## config.mk

```make
export PLATFORM = sky130hd
export DESIGN_NAME = multicycle_controller
export DESIGN_NICKNAME = d
export VERILOG_FILES = /design/src/rtl/multicycle_controller.sv
export SDC_FILE = /design/constraint.sdc
export NUM_CORES = 1
export LEC_CHECK = 0
export BUFFER_PORTS_ARGS = -buffer_cell sky130_fd_sc_hd__buf_2
export CORE_MARGIN = 5
export CORE_UTILIZATION = 40
export CTS_BUF_LIST = sky130_fd_sc_hd__clkbuf_4
export DETAILED_ROUTE_END_ITERATION = 10
export MAX_ROUTING_LAYER = met4
export PLACE_DENSITY = 0.72
export SETUP_SLACK_MARGIN = 0.05
export SYNTH_ARGS = -nofsm -noshare
export SYNTH_HDL_FRONTEND = slang
export SYNTH_SLANG_ARGS = --single-unit
```

## constraint.sdc

```tcl
create_clock -name clk -period 3.4 [get_ports clk]
set_input_delay 0.85 -clock clk [delete_from_list [all_inputs] [get_ports clk]]
set_output_delay 0.85 -clock clk [all_outputs]
set_load 0.005 [all_outputs]
```

## src/rtl/multicycle_controller.sv

```systemverilog
// multicycle_controller: Moore-style control FSM for the multicycle ARM-subset core.
// Sequences fetch/decode/execute/memory/writeback on a shared memory and ALU,
// owns the NZCV flag register and evaluates conditional execution from it.
module multicycle_controller #(
    parameter int ALUC_W      = 2,
    parameter int MEM_WAIT_EN = 0
) (
    input  logic              clk,
    input  logic              rst_n,
    input  logic [3:0]        Cond,
    input  logic [1:0]        Op,
    input  logic [5:0]        Func,
    input  logic [3:0]        Rd,
    input  logic [3:0]        ALUFlags,
    input  logic              mem_ready,
    output logic              PCWrite,
    output logic              AdrSrc,
    output logic              MemWrite,
    output logic              IRWrite,
    output logic [1:0]        ResultSrc,
    output logic              ALUSrcA,
    output logic [1:0]        ALUSrcB,
    output logic [1:0]        ImmSrc,
    output logic [1:0]        RegSrc,
    output logic              RegWrite,
    output logic [ALUC_W-1:0] ALUControl,
    output logic [3:0]        Flags,
    output logic [3:0]        state_dbg
);

    typedef enum logic [3:0] {
        FETCH    = 4'd0,
        DECODE   = 4'd1,
        MEMADR   = 4'd2,
        MEMREAD  = 4'd3,
        MEMWB    = 4'd4,
        MEMWRITE = 4'd5,
        EXECR    = 4'd6,
        EXECI    = 4'd7,
        ALUWB    = 4'd8,
        BRANCH   = 4'd9
    } state_t;

    // EOR and MOV only exist when the ALU control bus is wide enough to name them.
    localparam bit EXT_OPS = (ALUC_W >= 3);

    // Zero-extend or truncate a 3-bit ALU operation code to the configured bus width.
    function automatic logic [ALUC_W-1:0] alu_code(input logic [2:0] code);
        logic [ALUC_W+2:0] wide_v;
        wide_v = {{ALUC_W{1'b0}}, code};
        return wide_v[ALUC_W-1:0];
    endfunction

    // ARM condition-code evaluation against the stored NZCV register.
    function automatic logic cond_check(input logic [3:0] cond, input logic [3:0] nzcv);
        logic n_v, z_v, c_v, v_v;
        logic res_v;
        {n_v, z_v, c_v, v_v} = nzcv;
        case (cond)
            4'b0000: res_v = z_v;
            4'b0001: res_v = ~z_v;
            4'b0010: res_v = c_v;
            4'b0011: res_v = ~c_v;
            4'b0100: res_v = n_v;
            4'b0101: res_v = ~n_v;
            4'b0110: res_v = v_v;
            4'b0111: res_v = ~v_v;
            4'b1000: res_v = c_v & ~z_v;
            4'b1001: res_v = ~c_v | z_v;
            4'b1010: res_v = (n_v == v_v);
            4'b1011: res_v = (n_v != v_v);
            4'b1100: res_v = ~z_v & (n_v == v_v);
            4'b1101: res_v = z_v | (n_v != v_v);
            4'b1110: res_v = 1'b1;
            default: res_v = 1'b0;
        endcase
        return res_v;
    endfunction

    state_t            state_r;
    state_t            next_state_s;
    logic [3:0]        flags_r;
    logic              cond_ex_s;
    logic              mem_ok_s;
    logic [ALUC_W-1:0] alu_cmd_s;
    logic              cmd_ok_s;
    logic              cmd_cmp_s;
    logic              flag_we_s;
    logic              pc_write_s;
    logic              mem_write_s;
    logic              ir_write_s;
    logic              reg_write_s;
    logic              adr_src_s;
    logic [1:0]        result_src_s;
    logic              alu_src_a_s;
    logic [1:0]        alu_src_b_s;
    logic [ALUC_W-1:0] alu_control_s;

    assign cond_ex_s = cond_check(Cond, flags_r);
    assign mem_ok_s  = (MEM_WAIT_EN != 0) ? mem_ready : 1'b1;

    // Decode the data-processing cmd field into an ALU op, a supported flag and CMP detection.
    always_comb begin
        alu_cmd_s = alu_code(3'd0);
        cmd_ok_s  = 1'b1;
        cmd_cmp_s = 1'b0;
        case (Func[4:1])
            4'b0100: alu_cmd_s = alu_code(3'd0);
            4'b0010: alu_cmd_s = alu_code(3'd1);
            4'b0000: alu_cmd_s = alu_code(3'd2);
            4'b1100: alu_cmd_s = alu_code(3'd3);
            4'b1010: begin
                alu_cmd_s = alu_code(3'd1);
                cmd_cmp_s = 1'b1;
            end
            4'b0001: begin
                if (EXT_OPS) begin
                    alu_cmd_s = alu_code(3'd4);
                end else begin
                    cmd_ok_s = 1'b0;
                end
            end
            4'b1101: begin
                if (EXT_OPS) begin
                    alu_cmd_s = alu_code(3'd5);
                end else begin
                    cmd_ok_s = 1'b0;
                end
            end
            default: cmd_ok_s = 1'b0;
        endcase
    end

    // Flags are captured at the end of an executed, supported data-processing op that sets them.
    always_comb begin
        if ((state_r == EXECR) || (state_r == EXECI)) begin
            flag_we_s = cond_ex_s & cmd_ok_s & (Func[0] | cmd_cmp_s);
        end else begin
            flag_we_s = 1'b0;
        end
    end

    // State register.
    always_ff @(posedge clk or negedge rst_n) begin
        if (!rst_n) begin
            state_r <= FETCH;
        end else begin
            state_r <= next_state_s;
        end
    end

    // NZCV register.
    always_ff @(posedge clk or negedge rst_n) begin
        if (!rst_n) begin
            flags_r <= 4'b0000;
        end else if (flag_we_s) begin
            flags_r <= ALUFlags;
        end else begin
            flags_r <= flags_r;
        end
    end

    // Next-state and per-state control decode; every output starts from its idle value.
    always_comb begin
        next_state_s  = FETCH;
        pc_write_s    = 1'b0;
        mem_write_s   = 1'b0;
        ir_write_s    = 1'b0;
        reg_write_s   = 1'b0;
        adr_src_s     = 1'b0;
        result_src_s  = 2'b00;
        alu_src_a_s   = 1'b0;
        alu_src_b_s   = 2'b00;
        alu_control_s = alu_code(3'd0);
        case (state_r)
            FETCH: begin
                alu_src_a_s  = 1'b1;
                alu_src_b_s  = 2'b10;
                result_src_s = 2'b10;
                ir_write_s   = mem_ok_s;
                pc_write_s   = mem_ok_s;
                next_state_s = mem_ok_s ? DECODE : FETCH;
            end
            DECODE: begin
                alu_src_a_s = 1'b1;
                alu_src_b_s = 2'b10;
                if (!cond_ex_s || (Op == 2'b11)) begin
                    next_state_s = FETCH;
                end else if (Op == 2'b00) begin
                    next_state_s = Func[5] ? EXECI : EXECR;
                end else if (Op == 2'b01) begin
                    next_state_s = MEMADR;
                end else begin
                    next_state_s = BRANCH;
                end
            end
            EXECR, EXECI: begin
                alu_src_a_s   = 1'b1;
                alu_src_b_s   = (state_r == EXECI) ? 2'b01 : 2'b00;
                alu_control_s = alu_cmd_s;
                next_state_s  = (cmd_ok_s && !cmd_cmp_s) ? ALUWB : FETCH;
            end
            ALUWB: begin
                result_src_s = 2'b00;
                reg_write_s  = (Rd != 4'd15);
                pc_write_s   = (Rd == 4'd15);
                next_state_s = FETCH;
            end
            MEMADR: begin
                alu_src_a_s   = 1'b1;
                alu_src_b_s   = 2'b01;
                alu_control_s = Func[3] ? alu_code(3'd0) : alu_code(3'd1);
                next_state_s  = Func[0] ? MEMREAD : MEMWRITE;
            end
            MEMREAD: begin
                adr_src_s    = 1'b1;
                next_state_s = mem_ok_s ? MEMWB : MEMREAD;
            end
            MEMWB: begin
                result_src_s = 2'b01;
                reg_write_s  = (Rd != 4'd15);
                pc_write_s   = (Rd == 4'd15);
                next_state_s = FETCH;
            end
            MEMWRITE: begin
                adr_src_s    = 1'b1;
                mem_write_s  = 1'b1;
                next_state_s = mem_ok_s ? FETCH : MEMWRITE;
            end
            BRANCH: begin
                alu_src_a_s  = 1'b0;
                alu_src_b_s  = 2'b01;
                result_src_s = 2'b10;
                pc_write_s   = 1'b1;
                next_state_s = FETCH;
            end
            default: next_state_s = FETCH;
        endcase
    end

    // Write enables are held off combinationally while reset is asserted.
    assign PCWrite    = pc_write_s  & rst_n;
    assign IRWrite    = ir_write_s  & rst_n;
    assign RegWrite   = reg_write_s & rst_n;
    assign MemWrite   = mem_write_s & rst_n;
    assign AdrSrc     = adr_src_s;
    assign ResultSrc  = result_src_s;
    assign ALUSrcA    = alu_src_a_s;
    assign ALUSrcB    = alu_src_b_s;
    assign ALUControl = alu_control_s;
    assign ImmSrc     = Op;
    assign RegSrc     = {(Op == 2'b01), (Op == 2'b10)};
    assign Flags      = flags_r;
    assign state_dbg  = state_r;

endmodule
```

## Yosys cells after proc, flatten, opt, wreduce, memory -nomap -nowiden

Cells that the tools add are included.

- Equal/unequal tests: 34
- Mux-type cells: 23
- Bitwise gates (word level): 15
- Reduce and logical (&&, ||, !) cells: 18

Operator list:

| kind | number |
|---|---|
| equality test 4 bit, second input constant | 12 |
| equality test 4 x 3 -> 1 bit, second input constant | 9 |
| equality test 4 x 2 -> 1 bit, second input constant | 5 |
| one-hot mux 4 bit (5 select lines) | 1 |
| 2-to-1 mux 4 bit | 4 |
| one-hot mux 1 bit (15 select lines) | 1 |
| OR reduction 2 bit | 7 |
| zero test 4 bit | 3 |
| one-hot mux 2 bit (3 select lines) | 2 |
| 2-to-1 mux 1 bit | 11 |
| OR reduction 5 bit | 2 |
| bitwise AND 1 bit | 8 |
| equality test 4 x 1 -> 1 bit, second input constant | 2 |
| one-hot mux 2 bit (2 select lines) | 2 |
| equality test 2 bit, second input constant | 2 |
| != test 4 bit, second input constant | 1 |
| NOT 1 bit | 4 |
| 2-to-1 mux 3 bit | 1 |
| bitwise OR 1 bit | 3 |
| equality test 2 x 1 -> 1 bit, second input constant | 1 |
| zero test 1 bit | 2 |
| zero test 2 bit | 1 |
| logical OR 1 bit | 2 |
| one-hot mux 1 bit (2 select lines) | 1 |
| other kinds (3) | 3 |

- Register bits: 8
- Bits of input ports: 23
- Output and inout bits: 24

## Longest topological paths before layout

- Word-level depth: 7
- Mapped depth: 6

## Worst setup path before layout

No wires, ideal clock.

- Path kind: input port to output port
- Start point: input port Rd[2]
- End point: output port PCWrite
- Arrival time: 1691 ps
- Required time: 2550 ps
- Setup slack: 859 ps
- Stages on the path: 4
- Buffers on the path: 0
- Cell sequence: nand4_1 nor2b_1 o21a_1 a2111oi_0

- Longest elaborated chain between the ends: 3

Ends and longest elaborated chain:

| what | RTL line | source |
|---|---|---|
| from (decl) | 13 | `input logic [3:0] Rd,` |
| equality test 4 bit | 206, 222 |  |
| one-hot mux 1 bit (2 select lines) | 175 | `case (state_r)` |
| bitwise AND 1 bit | 242 | `assign PCWrite = pc_write_s & rst_n;` |
| to (decl) | 16 | `output logic PCWrite,` |

No other way between the ends.

## Final worst setup path

Ends and elaborated chain as after synthesis.

==> out/results.tsv <==
metric	value	unit
outcome	finished, final reports clean	
CTS Buf Count	3	
Syn Area/Cell	8.32	um^2
FMAX	367	MHz
VDD IR max	0.344	mV
post-CTS setup buffer count	0	
Cell Pwr Density	474	nW/um^2
share of cells above drive strength 1	0.363	
antenna-violating nets left	0	
Post-Synthesis Cell Area	1080	um^2
Synth Flop Type	dfrtp_1	
Final GP Congestion	0.872	
most frequent cells after synthesis	10 x nor2b_1, 9 x inv_1, 8 x dfrtp_1	
RSZ-0062 raised after global routing	no	
worst-margin pin slew	611	ps
Via Count	1136	
register area	200	um^2
vias in the first global route	1020	
Leakage	0.580	nW
placed wire-length estimate	2230	um
reg-to-reg slack, setup	1220	ps
initial core utilization	0.429	
# IOs	47	
GRT Residual Overflow	0	
Psw	274	uW
Tmin final	2730	ps
Core ar.	2520	um^2
htree depth	1	
sequential element share of the synthesized area	0.185	
reg2reg start	state_dbg[2]	
Min-Delay Path Class	in2async	
Die Y	62.0	um
largest net degree at the start of global routing	17	
share of synthesized flip-flops with an asynchronous set or reset	1.00	
clock share of power	0.113	
critical path fanouts, max	2	
initial antenna violation count	0	
clk root buf	clkbuf_4	
cell with the most instances after synthesis	nor2b_1	
final hold violation count	0	
Initial DRT Pass Iterations	4	
post-cts resize count	0	
fin util	0.514	
Comb power frac	0.557	
proportion of netlist area held by the largest area contributor	0.185	
Setup CP Type	in2out	
WP data arrival	1880	ps
number of synthesized flops with an enable pin	0	
Max Root-Sink Buffers	2	
switch share	0.447	
synth unique cells	53	
Critical Path End Type	output pin	
pins over their slew limit	0	
Avg Vias per Cell	5.74	
setup TNS	0	ps
Flop pwr share	0.330	
Critical Path RT	2550	ps
first-pass GRT wire length	4430	um
Hold Buf Count CTS	0	
Multi-input gate area	777	um^2
worst skew pair latency	240	ps
Die W	62.0	um
synth top area cells	dfrtp_1 19%, nor2b_1 5.8%, a32oi_1 3.2%, o311ai_1 3.2%, inv_1 3.1%	
die area	3840	um^2
crit start category	input pin	
Yosys reg bits	8	
cell taking the most area after synthesis	dfrtp_1	
Critical R2R Capture	Flags[0]	
total track usage	0.153	
WL/cell	14.4	um
fin nets	193	
Pwr Total	614	uW
cells on worst reg2reg path	5	
Core Rows	18	
WL final	2840	um
Clk pin slew, worst setup/hold paths	50	ps
Syn. warnings	0	
skew final	0.665	ps
Filler Cells Inserted	260	
Sink Count	8	
setup violators final	0	
Hold WS	444	ps
Final Cycle Share	0.802	
IO buf count	45	
Max Cap Viol	0	
DRC viols	0	
Internal	340	uW
worst rel slew slack	0.591	
initial detailed-routing violation count	66	
syn nets	153	
post-synthesis cell count	130	
CTS tree	yes	
antenna fix cells	0	
P&R area growth vs syn	19.9	%
[worst max-delay path by stage]
stage / slack, ps / from / depth (start not counted) / end
after floorplan: 860 / Rd[2] / 4 / PCWrite
after global placement: 690 / Rd[2] / 6 / PCWrite
after detailed placement: 680 / Rd[2] / 6 / PCWrite
after CTS: 680 / Rd[2] / 6 / PCWrite
after global routing: 600 / Rd[3] / 6 / PCWrite
final: 670 / Rd[2] / 6 / PCWrite
[final cells by class]
cell class                 instances  area share
clock buffer                       3      0.0174
inverter                           9      0.0261
multi-input combinational        103       0.599
sequential                         8       0.154
tap                               30      0.0290
timing repair buffer              45       0.174
[through the flow]
stage	worst slack [ps]	instance area (um^2)	std cells
2_1_floorplan	859	1080	130
3_3_place_gp	691	1270	195
3_5_place_dp	676	1270	195
4_1_cts	675	1300	198
5_1_grt	597	1300	198
6_report	674	1300	198
[routing by layer]
metal  share of wire  routed length [um]  track usage  vias up
met5               0                   0            -        -
met4               0                   0       0.0364        0
met3           0.081                 229      0.00826        0
met2            0.50                1430        0.271       40
met1            0.42                1180        0.190      534
li1                -                   -            -      562
[registers in the layout, indices dropped and copies added, names as in the netlist]
register   cells
Flags          4
state_dbg      4
[power groups by stage]
stage	sequential [mW]	combinational, mW	clock, mW
floorplan	0.159	0.259	0
global placement	0.200	0.336	0
detailed placement	0.205	0.344	0
CTS	0.202	0.345	0.0738
global route	0.213	0.383	0.0769
finish	0.203	0.342	0.0694
[placed cells by master (no fill, tap or decap), types with 2 or more instances in the layout]
cell type,instances
a211oi_2,2
a21oi_1,3
a32oi_1,4
and2_1,5
and3b_1,2
buf_2,45
clkbuf_4,3
dfrtp_1,8
inv_1,9
mux2i_1,3
nand2_1,6
nand2b_1,3
nand3_1,6
nand3b_1,3
nand4_1,2
nor2_1,6
nor2b_1,10
nor3_1,3
nor3b_1,2
o211ai_1,4
o21a_1,3
o21ai_0,2
o311ai_1,4
or3_1,2
xnor2_1,2
xor2_1,3
[worst max-delay path, stage by stage]
cell	delay, ps
buf_2	80
nand4_1	100
nor2b_1	150
o21a_1	170
a2111oi_0	350
buf_2	180
[cell families (layout without fill, tap and decap cells)]
logic type / after synthesis / in the layout / synth area share
buffers and inverters: 19 / 57 / 0.0961
xor gates and xnor gates: 5 / 5 / 0.0405
and+or+nand+nor: 57 / 57 / 0.324
DFF: 8 / 8 / 0.185
muxes: 5 / 5 / 0.0486
AOI/OAI and AO/OA: 36 / 36 / 0.306
No activity file was read; power rests on OpenSTA's default activity.
